[src/rtl/dcm_clkgen_prog.sv]
// DCM_CLKGEN dynamic reprogramming controller.
// Shifts a new D and M into the DCM over PROGEN/PROGDATA, issues GO, then
// waits for PROGDONE and LOCKED before reporting the new ratio as in effect.
// Every wait is bounded by one shared counter, and every failure is reported
// on err. Reset asserts asynchronously; its release reaches the state
// machine only after two synchronising flops.
module dcm_clkgen_prog #(
    parameter int DEFAULT_M      = 3,
    parameter int DEFAULT_D      = 50,
    parameter int GAP_CYCLES     = 2,
    parameter int TIMEOUT_CYCLES = 4096
) (
    input  logic       clkin,
    input  logic       rst_n,
    input  logic       start,
    input  logic [8:0] m_req,
    input  logic [8:0] d_req,
    input  logic       progdone,
    input  logic       locked,
    output logic       progen,
    output logic       progdata,
    output logic       busy,
    output logic       done,
    output logic [1:0] err,
    output logic [8:0] cur_m,
    output logic [8:0] cur_d
);

    localparam int TW = $clog2(TIMEOUT_CYCLES + 1);
    localparam int CW = (TW > 13) ? TW : 13;

    localparam logic [2:0] IDLE      = 3'd0;
    localparam logic [2:0] LOAD_D    = 3'd1;
    localparam logic [2:0] GAP1      = 3'd2;
    localparam logic [2:0] LOAD_M    = 3'd3;
    localparam logic [2:0] GAP2      = 3'd4;
    localparam logic [2:0] GO        = 3'd5;
    localparam logic [2:0] WAIT_DONE = 3'd6;
    localparam logic [2:0] WAIT_LOCK = 3'd7;

    localparam logic [CW-1:0] LOAD_LAST    = CW'(9);
    localparam logic [CW-1:0] GAP_LAST     = CW'(GAP_CYCLES - 1);
    localparam logic [CW-1:0] TIMEOUT_LAST = CW'(TIMEOUT_CYCLES - 1);

    localparam logic [8:0] RST_M = 9'(DEFAULT_M);
    localparam logic [8:0] RST_D = 9'(DEFAULT_D);

    logic [1:0]    rst_sync_reg;
    logic [2:0]    state_reg, state_next;
    logic [CW-1:0] cnt_reg, cnt_next;
    logic [8:0]    m_lat_reg, m_lat_next;
    logic [8:0]    d_lat_reg, d_lat_next;
    logic          busy_reg, busy_next;
    logic          done_reg, done_next;
    logic [1:0]    err_reg, err_next;
    logic [8:0]    cur_m_reg, cur_m_next;
    logic [8:0]    cur_d_reg, cur_d_next;
    logic          progen_reg, progen_next;
    logic          progdata_reg, progdata_next;

    logic          req_legal;
    logic [7:0]    d_code, m_code;
    logic [9:0]    d_frame, m_frame;

    assign req_legal = (m_req >= 9'd2) && (m_req <= 9'd256) &&
                       (d_req >= 9'd1) && (d_req <= 9'd256);

    // The DCM wants value-1 in eight bits; 256 wraps to 8'hFF naturally.
    assign d_code  = d_lat_next[7:0] - 8'd1;
    assign m_code  = m_lat_next[7:0] - 8'd1;
    // Frames are sent bit 0 first: two-bit command header, then the code LSB first.
    assign d_frame = {d_code, 1'b0, 1'b1};
    assign m_frame = {m_code, 1'b1, 1'b1};

    // Reset release synchroniser: asserts immediately, releases after two edges.
    always_ff @(posedge clkin or negedge rst_n) begin
        if (!rst_n) begin
            rst_sync_reg <= 2'b00;
        end else begin
            rst_sync_reg <= {rst_sync_reg[0], 1'b1};
        end
    end

    // Sequencer next-state logic; the shared counter restarts on every state change.
    always_comb begin
        state_next = state_reg;
        cnt_next   = cnt_reg + CW'(1);
        m_lat_next = m_lat_reg;
        d_lat_next = d_lat_reg;
        busy_next  = busy_reg;
        done_next  = 1'b0;
        err_next   = err_reg;
        cur_m_next = cur_m_reg;
        cur_d_next = cur_d_reg;
        case (state_reg)
            IDLE: begin
                cnt_next = '0;
                if (busy_reg) begin
                    // single busy cycle that acknowledges a rejected request
                    busy_next = 1'b0;
                end else if (start) begin
                    m_lat_next = m_req;
                    d_lat_next = d_req;
                    busy_next  = 1'b1;
                    if (req_legal) begin
                        err_next   = 2'd0;
                        state_next = LOAD_D;
                    end else begin
                        err_next   = 2'd1;
                    end
                end
            end
            LOAD_D: begin
                if (cnt_reg == LOAD_LAST) begin
                    state_next = GAP1;
                    cnt_next   = '0;
                end
            end
            GAP1: begin
                if (cnt_reg == GAP_LAST) begin
                    state_next = LOAD_M;
                    cnt_next   = '0;
                end
            end
            LOAD_M: begin
                if (cnt_reg == LOAD_LAST) begin
                    state_next = GAP2;
                    cnt_next   = '0;
                end
            end
            GAP2: begin
                if (cnt_reg == GAP_LAST) begin
                    state_next = GO;
                    cnt_next   = '0;
                end
            end
            GO: begin
                state_next = WAIT_DONE;
                cnt_next   = '0;
            end
            WAIT_DONE: begin
                if (progdone) begin
                    state_next = WAIT_LOCK;
                    cnt_next   = '0;
                end else if (cnt_reg == TIMEOUT_LAST) begin
                    state_next = IDLE;
                    cnt_next   = '0;
                    err_next   = 2'd2;
                    busy_next  = 1'b0;
                end
            end
            WAIT_LOCK: begin
                if (locked) begin
                    state_next = IDLE;
                    cnt_next   = '0;
                    cur_m_next = m_lat_reg;
                    cur_d_next = d_lat_reg;
                    done_next  = 1'b1;
                    busy_next  = 1'b0;
                end else if (cnt_reg == TIMEOUT_LAST) begin
                    state_next = IDLE;
                    cnt_next   = '0;
                    err_next   = 2'd3;
                    busy_next  = 1'b0;
                end
            end
            default: begin
                state_next = IDLE;
                cnt_next   = '0;
            end
        endcase
        // Hold everything at reset values until the release has been synchronised.
        if (!rst_sync_reg[1]) begin
            state_next = IDLE;
            cnt_next   = '0;
            m_lat_next = '0;
            d_lat_next = '0;
            busy_next  = 1'b0;
            done_next  = 1'b0;
            err_next   = 2'd0;
            cur_m_next = RST_M;
            cur_d_next = RST_D;
        end
    end

    // PROGEN/PROGDATA for the coming cycle, derived from the next state and count.
    always_comb begin
        progen_next   = 1'b0;
        progdata_next = 1'b0;
        case (state_next)
            LOAD_D: begin
                progen_next   = 1'b1;
                progdata_next = d_frame[cnt_next[3:0]];
            end
            LOAD_M: begin
                progen_next   = 1'b1;
                progdata_next = m_frame[cnt_next[3:0]];
            end
            GO: begin
                progen_next   = 1'b1;
            end
            default: begin
                progen_next   = 1'b0;
                progdata_next = 1'b0;
            end
        endcase
    end

    // State and output registers.
    always_ff @(posedge clkin or negedge rst_n) begin
        if (!rst_n) begin
            state_reg    <= IDLE;
            cnt_reg      <= '0;
            m_lat_reg    <= '0;
            d_lat_reg    <= '0;
            busy_reg     <= 1'b0;
            done_reg     <= 1'b0;
            err_reg      <= 2'd0;
            cur_m_reg    <= RST_M;
            cur_d_reg    <= RST_D;
            progen_reg   <= 1'b0;
            progdata_reg <= 1'b0;
        end else begin
            state_reg    <= state_next;
            cnt_reg      <= cnt_next;
            m_lat_reg    <= m_lat_next;
            d_lat_reg    <= d_lat_next;
            busy_reg     <= busy_next;
            done_reg     <= done_next;
            err_reg      <= err_next;
            cur_m_reg    <= cur_m_next;
            cur_d_reg    <= cur_d_next;
            progen_reg   <= progen_next;
            progdata_reg <= progdata_next;
        end
    end

    assign progen   = progen_reg;
    assign progdata = progdata_reg;
    assign busy     = busy_reg;
    assign done     = done_reg;
    assign err      = err_reg;
    assign cur_m    = cur_m_reg;
    assign cur_d    = cur_d_reg;

endmodule

[config.mk]
export PLATFORM = sky130hd
export DESIGN_NAME = dcm_clkgen_prog
export DESIGN_NICKNAME = d
export VERILOG_FILES = /design/src/rtl/dcm_clkgen_prog.sv
export SDC_FILE = /design/constraint.sdc
export NUM_CORES = 1
export LEC_CHECK = 0
export ABC_AREA = 1
export CAP_MARGIN = 20
export CORE_AREA = 2 2 99 101
export CTS_CLUSTER_DIAMETER = 50
export CTS_CLUSTER_SIZE = 14
export DETAILED_ROUTE_END_ITERATION = 10
export DIE_AREA = 0 0 101 103
export GPL_ROUTABILITY_DRIVEN = 0
export SYNTH_ARGS = -nofsm -noshare
export SYNTH_HDL_FRONTEND = slang
export SYNTH_SLANG_ARGS = --single-unit
[constraint.sdc]
create_clock -name clkin -period 3.1 [get_ports clkin]
set_input_delay 0.62 -clock clkin [delete_from_list [all_inputs] [get_ports clkin]]
set_output_delay 0.62 -clock clkin [all_outputs]
set_load 0.03 [all_outputs]
==> results of run 1 <==
## Yosys cell counts, drive strengths merged
library cell	count
nand3	57
conb	1
nor3b	1
dfstp	5
o21a	2
dfrtp	55
o31ai	1
nand3b	1
nand4	10
a22o	2
o21ai	29
inv	91
o22ai	2
nor3	2
xor2	1
a21oi	12
xnor2	1
nand2	129
a22oi	1
clkinv	2
or2	3
nor2	76
o22a	1
clkbuf	1
buf	4
ha	4
## per-layer routing
metal | wire length [um] | vias to the layer above | share of wire (%) | track usage [%]
met1 | 4380 | 1568 | 48 | 25.8
li1 | - | 1653 | - | -
met3 | 332 | 15 | 3.6 | 2.51
met2 | 4240 | 89 | 46 | 30.1
met4 | 227 | 0 | 2.5 | 10.2
met5 | 0 | - | 0 | 0
## power by group
part           total, uW  switching, uW  internal (uW)
registers            823           14.7            808
clock network        609            300            308
logic                323            206            117
## kinds of logic after synthesis
family | count (synthesis) | share of synthesized area, %
buffers and inverters | 98 | 10.5
flip-flops | 60 | 41.0
adder cells (fa/ha/maj) | 4 | 1.36
XOR/XNOR | 2 | 0.477
AO/OA/AOI/OAI | 50 | 8.07
other | 1 | 0.102
AND/OR/NAND/NOR | 279 | 38.4
## per-stage QoR
stage | setup slack, ns | utilization, % | power (uW) | instance area [um^2]
6_report | 0.390 | 47.0 | 1750 | 4450
3_5_place_dp | 0.0497 | 45.3 | 1160 | 4280
4_1_cts | 0.397 | 47.0 | 1770 | 4450
5_1_grt | 0.112 | 47.0 | 1840 | 4450
2_1_floorplan | 0.808 | - | 1040 | 3670
3_3_place_gp | 0.148 | 45.3 | 1160 | 4280
## worst min path at each step
stage | startpoint | to
2_1_floorplan | rst_n | busy$_DFFE_PN0P_
3_3_place_gp | rst_sync_reg[0]$_DFF_PN0_ | rst_sync_reg[1]$_DFF_PN0_
3_5_place_dp | rst_sync_reg[0]$_DFF_PN0_ | rst_sync_reg[1]$_DFF_PN0_
4_1_cts | rst_n | cur_m[7]$_DFFE_PN0P_
5_1_grt | rst_sync_reg[0]$_DFF_PN0_ | rst_sync_reg[1]$_DFF_PN0_
6_report | rst_n | cur_m[4]$_DFFE_PN0P_
## area by class of cell
class,count,area (um^2),share of cell area (%)
Tap cell,114,143,3.21
Timing Repair Buffer,52,500,11.3
Multi-Input combinational cell,336,1780,40.0
Inverter,93,354,7.96
Clock buffer,13,149,3.35
Clock inverter,3,15.0,0.338
Sequential cell,60,1510,33.9
## worst reg2reg max path, stage by stage, from the launching register on
cell	delay, ns
sky130_fd_sc_hd__dfrtp_1	0.47
sky130_fd_sc_hd__nor2_4	0.29
sky130_fd_sc_hd__nand3_4	0.22
sky130_fd_sc_hd__nand2_4	0.11
sky130_fd_sc_hd__inv_2	0.04
sky130_fd_sc_hd__nand2_1	0.08
sky130_fd_sc_hd__nand2_2	0.09
sky130_fd_sc_hd__inv_1	0.07
sky130_fd_sc_hd__ha_1	0.19
sky130_fd_sc_hd__nand3_2	0.12
sky130_fd_sc_hd__nor2_4	0.12
sky130_fd_sc_hd__nand2_2	0.06
sky130_fd_sc_hd__o21ai_1	0.11
sky130_fd_sc_hd__nand3_1	0.08
sky130_fd_sc_hd__nand3_1	0.08
sky130_fd_sc_hd__nand2_1	0.05
sky130_fd_sc_hd__nand2_1	0.06
sky130_fd_sc_hd__nand2_1	0.04
sky130_fd_sc_hd__nand2_1	0.05
sky130_fd_sc_hd__nor2_1	0.05
==> metrics.txt, run 1 <==
critical path data required time=3.33 ns; Routed Wire Length=9180 um; residual DRC count=0; Yosys cell types=42; post-layout minimum cycle time=2.71 ns; Max Clock Skew=0.0191 ns; largest delay contributor family on the critical path=simple AND/OR/NAND/NOR gates; CP Max Fanout=11; maximum number of pins on one net before global-route repair=33; Avg Cell Area, Syn=7.44 um^2; transition time at the pin with the least slew margin=0.740 ns; R2R depth=19; total setup violations reported at the end of the flow=0; critical path cell sequence=clkdlybuf4s50_1, inv_1, nor2_4, nand3_4, nand2_4, inv_2, nand2_1, nand2_2, inv_1, ha_1, nand3_2, nor2_4, nand2_2, o21ai_1, nand3_1, nand3_1, nand2_1, nand2_1, nand2_1, nand2_1, nor2_1; number of pins with negative max-slew slack in the final report=0; area of the die=10400 um^2; detailed-route vias per instance=4.96; most common library cell in the layout ignoring fill and taps=sky130_fd_sc_hd__nand2_1; data arrival at the endpoint of the critical path=2.94 ns; Max-cap violations=0; Crit path top cell by count=sky130_fd_sc_hd__nand2_1; slowest CP cell=sky130_fd_sc_hd__clkdlybuf4s50_1; drt initial violations=169; post-synthesis sequential element count=60; cells taking the most area after synthesis=sky130_fd_sc_hd__dfrtp_1, sky130_fd_sc_hd__nand2_1, sky130_fd_sc_hd__inv_1; io pins=47; number of buffers added by the clock tree synthesis step=9; worst voltage drop across the vdd grid=0.165 mV; Vias=3325; port buffer count=46; number of hold buffers added after CTS=0; CTS tree=built; share of post-route cells with drive strength above 1=14.9%; post-CTS sizing=0; critical path type=in -> reg; post-synthesis cell area=3670 um^2; total of warnings raised by yosys=0; placed cell count=655; core area=9460 um^2; antenna cells=0; setup repair after global routing missed its margin=no; Fin Hold WS=0.326 ns; origin of the worst setup path=start; final routed wire length divided by cell count=13.7 um; dominant cell type by area after synthesis=sky130_fd_sc_hd__dfrtp_1; clock latency reported for the late side of the worst-skew pair=0.36 ns; nets=579; Filler cells=943; top library cells by usage in the layout, fill and taps aside=sky130_fd_sc_hd__nand2_1, sky130_fd_sc_hd__inv_1, sky130_fd_sc_hd__nor2_1; number of global-route vias before repair=3113; outcome=finished, final reports clean; Setup crit end=progdata$_DFF_PN0_; area growth from synthesis to final layout=21.1%; fin cells=671; synthesized instance count=494; crit end category=register; number of nets still failing antenna checks after routing=0; sequential-to-total area share from yosys stat=41.0%; grt total ovfl=0; post-detailed-placement half-perimeter wirelength=7160 um; worst r2r src=state_reg[1]$_DFF_PN0_; setup slack, reg-to-reg=0.59 ns; CP Launch Type=input port; leakage power=0.00235 uW; Pre-Repair DR Iteration Count=5; Clock Tree Buf Depth=2; clock sink count=60; max frequency=369 MHz; overall track demand over capacity in global routing=19.1%; fraction of the cycle the final worst path needs=87.4%; worst stage delay on the critical path=0.52 ns; fraction of synthesized cell area taken by the top area cell type=37.5%; RR Endpoint=progdata$_DFF_PN0_; number of stages on the worst setup path=21; number of failing hold endpoints at the final stage=0; headroom to the max-slew limit=50.7%; clk slew on worst S/H paths=0.07 ns; number of flip-flops under the largest register name=13; pwr/cell area=394 nW/um^2; Die W=101 um; antenna violations before repair=0; Row Count=36; global-route wire length before repair=15200 um; classification of the worst-slack hold path=in -> async; buffers and inverters on the worst path=4; final total negative setup slack=0 ns; effective utilization at floorplan=38.8%; number of H-tree branching levels=3; count of buffers added by post-CTS timing repair for setup=0; vertical die dimension=103 um; Root Buffer Master=sky130_fd_sc_hd__clkbuf_8; synthesized net count=521
Note: power is estimated with default switching activity, not from simulation.
==> run 2: changes to the inputs <==
--- a/config.mk
+++ b/config.mk
@@ -18 +18,2 @@
 export SYNTH_SLANG_ARGS = --single-unit
+export TNS_END_PERCENT = 100
--- a/constraint.sdc
+++ b/constraint.sdc
@@ -3,2 +3,2 @@
 set_output_delay 0.62 -clock clkin [all_outputs]
-set_load 0.03 [all_outputs]
+set_load 0.05 [all_outputs]
==> results of run 2 <==
The final DEF is identical to that of run 1. Status: finished, final reports clean.
Main changes from that run: total power 1750 uW -> 1760 uW; worst IR drop on VDD 0.165 mV -> 0.166 mV
==> run 3: changes to the inputs <==
GPL_TIMING_DRIVEN = 0   (was unset)
SLEW_MARGIN = 20   (was unset)
TNS_END_PERCENT = 20   (was 100)
==> run 3 against run 2 <==
Sequential power is essentially flat. Clock power grew 11%. Clock skew shrank 0.010 ns. Clock-buffer cell count shrank 3. Register-to-register slack lost 0.03 ns. Largest power group unchanged. Critical path depth shrank 1.
==> metrics.txt, run 3 (synthesis results as in run 1) <==
pwr/cell area=407 nW/um^2; CTS tree=built; number of buffers added by the clock tree synthesis step=9 (unchanged); leakage power=0.00236 uW (+0.27%); area of the die=10400 um^2 (unchanged); share of post-route cells with drive strength above 1=15.3% (+0.36 points); Flop pwr share=45.0%; Routed Wire Length=9100 um (-0.83%); top library cells by usage in the layout, fill and taps aside=sky130_fd_sc_hd__nand2_1, sky130_fd_sc_hd__inv_1, sky130_fd_sc_hd__nor2_1; detailed-route vias per instance=4.82 (-2.7%); total setup violations reported at the end of the flow=0 (unchanged); headroom to the max-slew limit=65.4% (+15 points); post-CTS sizing=0 (unchanged); area growth from synthesis to final layout=22.1%; post-layout minimum cycle time=2.81 ns (+0.105 ns); Vias=3234 (-2.7%); post-layout power=1830 uW; share of power burned in combinational logic=18.1%; number of global-route vias before repair=3055 (-1.9%); largest delay contributor family on the critical path=simple AND/OR/NAND/NOR gates; most common library cell in the layout ignoring fill and taps=sky130_fd_sc_hd__nand2_1; clock share of power=36.9%; Row Count=36 (unchanged); antenna violations before repair=0 (unchanged); CP Launch Type=input port; critical path type=in -> reg; number of pins with negative max-slew slack in the final report=0 (unchanged); io pins=47 (unchanged); residual DRC count=0 (unchanged); number of nets still failing antenna checks after routing=0 (unchanged); crit end category=register; CP Max Fanout=10 (-1); transition time at the pin with the least slew margin=0.518 ns (-0.222 ns); count of buffers added by post-CTS timing repair for setup=0 (unchanged); number of H-tree branching levels=3 (unchanged); Crit path top cell by count=sky130_fd_sc_hd__nand2_1; Clock Tree Buf Depth=2 (unchanged); overall track demand over capacity in global routing=19.1% (-0.070 points); drt initial violations=183 (+8.3%); vertical die dimension=103 um (unchanged); clk slew on worst S/H paths=0.08 ns (about the same); post-detailed-placement half-perimeter wirelength=7010 um (-2.1%); critical path cell sequence=clkdlybuf4s50_1, inv_1, nor2_4, nand3_4, buf_6, o21ai_4, nor2_4, inv_1, ha_1, inv_1, nor2_1, nand2_2, o21ai_1, nand3_1, nand3_1, nand2_1, nand2_1, nand2_1, nand2_1, nor2_1; Pre-Repair DR Iteration Count=5 (unchanged); proportion of total power due to net switching=32.0%; antenna cells=0 (unchanged); data arrival at the endpoint of the critical path=3.06 ns (+0.12 ns); core area=9460 um^2 (unchanged); Root Buffer Master=sky130_fd_sc_hd__clkbuf_8; buffers and inverters on the worst path=5 (+1); final routed wire length divided by cell count=13.6 um (-0.83%); slowest CP cell=sky130_fd_sc_hd__clkdlybuf4s50_1; worst stage delay on the critical path=0.54 ns (+0.02 ns); Pint=1240 uW; outcome=finished, final reports clean; clock latency reported for the late side of the worst-skew pair=0.36 ns (about the same); Max Clock Skew=0.00894 ns (-0.0101 ns); nets=579 (unchanged); effective utilization at floorplan=38.8% (unchanged); worst voltage drop across the vdd grid=0.176 mV; critical path data required time=3.34 ns (about the same); classification of the worst-slack hold path=in -> async; max frequency=355 MHz (-3.7%); Finished Core Util=47.4% (+0.40 points); grt total ovfl=0 (unchanged); number of failing hold endpoints at the final stage=0 (unchanged); setup repair after global routing missed its margin=no; clock sink count=60 (unchanged); switching power=585 uW; fraction of the cycle the final worst path needs=90.8% (+3.4 points); port buffer count=46 (unchanged); Fin Hold WS=0.0809 ns (-0.245 ns); Max-cap violations=0 (unchanged); number of flip-flops under the largest register name=13 (unchanged); number of hold buffers added after CTS=0 (unchanged); maximum number of pins on one net before global-route repair=54 (+64%); Die W=101 um (unchanged); global-route wire length before repair=15000 um (-1.0%)
-- run 3: changes by cell type in the layout (fill, tap and decap cells not counted), moves of 2 or more --
cell | before | now
sky130_fd_sc_hd__buf_4 | 6 | 2
sky130_fd_sc_hd__clkbuf_1 | 3 | 1
sky130_fd_sc_hd__clkinv_2 | 3 | 1
sky130_fd_sc_hd__clkinvlp_4 | 0 | 2
sky130_fd_sc_hd__inv_6 | 0 | 2
-- run 3: area by class of cell --
cell class,instances,area (um^2)
repair buffers,47,485
fillers,959,4970
multi-input cells,336,1780
plain buffers,5,32.5
flip-flops and latches,60,1510
well taps,114,143
clock buffers,10,138
inverters,93,354
clock inverters,6,46.3
-- run 3: through the flow --
| step | cells | TNS [ns] | setup WS [ns] | instance area (um^2) |
|---|---|---|---|---|
| 2_1_floorplan | 494 | 0 | 0.776 | 3670 |
| 3_3_place_gp | 654 | -32.59 | -0.595 | 4280 |
| 3_5_place_dp | 655 | -0.0615 | -0.0615 | 4300 |
| 4_1_cts | 671 | 0 | 0.303 | 4490 |
| 5_1_grt | 671 | 0 | 0.0216 | 4490 |
| 6_report | 671 | 0 | 0.286 | 4490 |
-- run 3: worst reg2reg max path: stages (launching register included) --
cell,delay [ns]
sky130_fd_sc_hd__dfrtp_1,0.47
sky130_fd_sc_hd__nor2_4,0.30
sky130_fd_sc_hd__nand3_4,0.12
sky130_fd_sc_hd__buf_6,0.16
sky130_fd_sc_hd__o21ai_4,0.14
sky130_fd_sc_hd__nor2_4,0.07
sky130_fd_sc_hd__inv_1,0.07
sky130_fd_sc_hd__ha_1,0.18
sky130_fd_sc_hd__inv_1,0.06
sky130_fd_sc_hd__nor2_1,0.20
sky130_fd_sc_hd__nand2_2,0.08
sky130_fd_sc_hd__o21ai_1,0.12
sky130_fd_sc_hd__nand3_1,0.09
sky130_fd_sc_hd__nand3_1,0.09
sky130_fd_sc_hd__nand2_1,0.05
sky130_fd_sc_hd__nand2_1,0.06
sky130_fd_sc_hd__nand2_1,0.05
sky130_fd_sc_hd__nand2_1,0.05
sky130_fd_sc_hd__nor2_1,0.05
-- run 3: final timing paths --
kind,from,to,slack (ns),cells after the start
worst max-delay path,start,progdata$_DFF_PN0_,0.29,20
max in group asynchronous,rst_n,cur_m[1]$_DFFE_PN1P_,2.48,2
min in group clkin,rst_sync_reg[0]$_DFF_PN0_,rst_sync_reg[1]$_DFF_PN0_,0.38,0
worst min-delay path,rst_n,cur_d[8]$_DFFE_PN0P_,0.08,1
worst max register to register,state_reg[1]$_DFF_PN0_,progdata$_DFF_PN0_,0.56,18
worst min register to register,rst_sync_reg[0]$_DFF_PN0_,rst_sync_reg[1]$_DFF_PN0_,0.38,0
-- run 3: per-layer routing --
metal	track usage [%]	vias up	wire [um]
met2	29.1	67	3990
met1	26.6	1487	4550
met4	6.76	0	200
met3	4.61	16	361
met5	0	-	0
li1	-	1664	-
-- run 3: power by group through the flow --
stage          registers, uW  logic (uW)  clock network, uW
2_1_floorplan            851         201                  0
5_1_grt                  824         372                730
3_5_place_dp             836         331                  0
4_1_cts                  821         333                696
3_3_place_gp             836         324                  0
6_report                 821         331                675
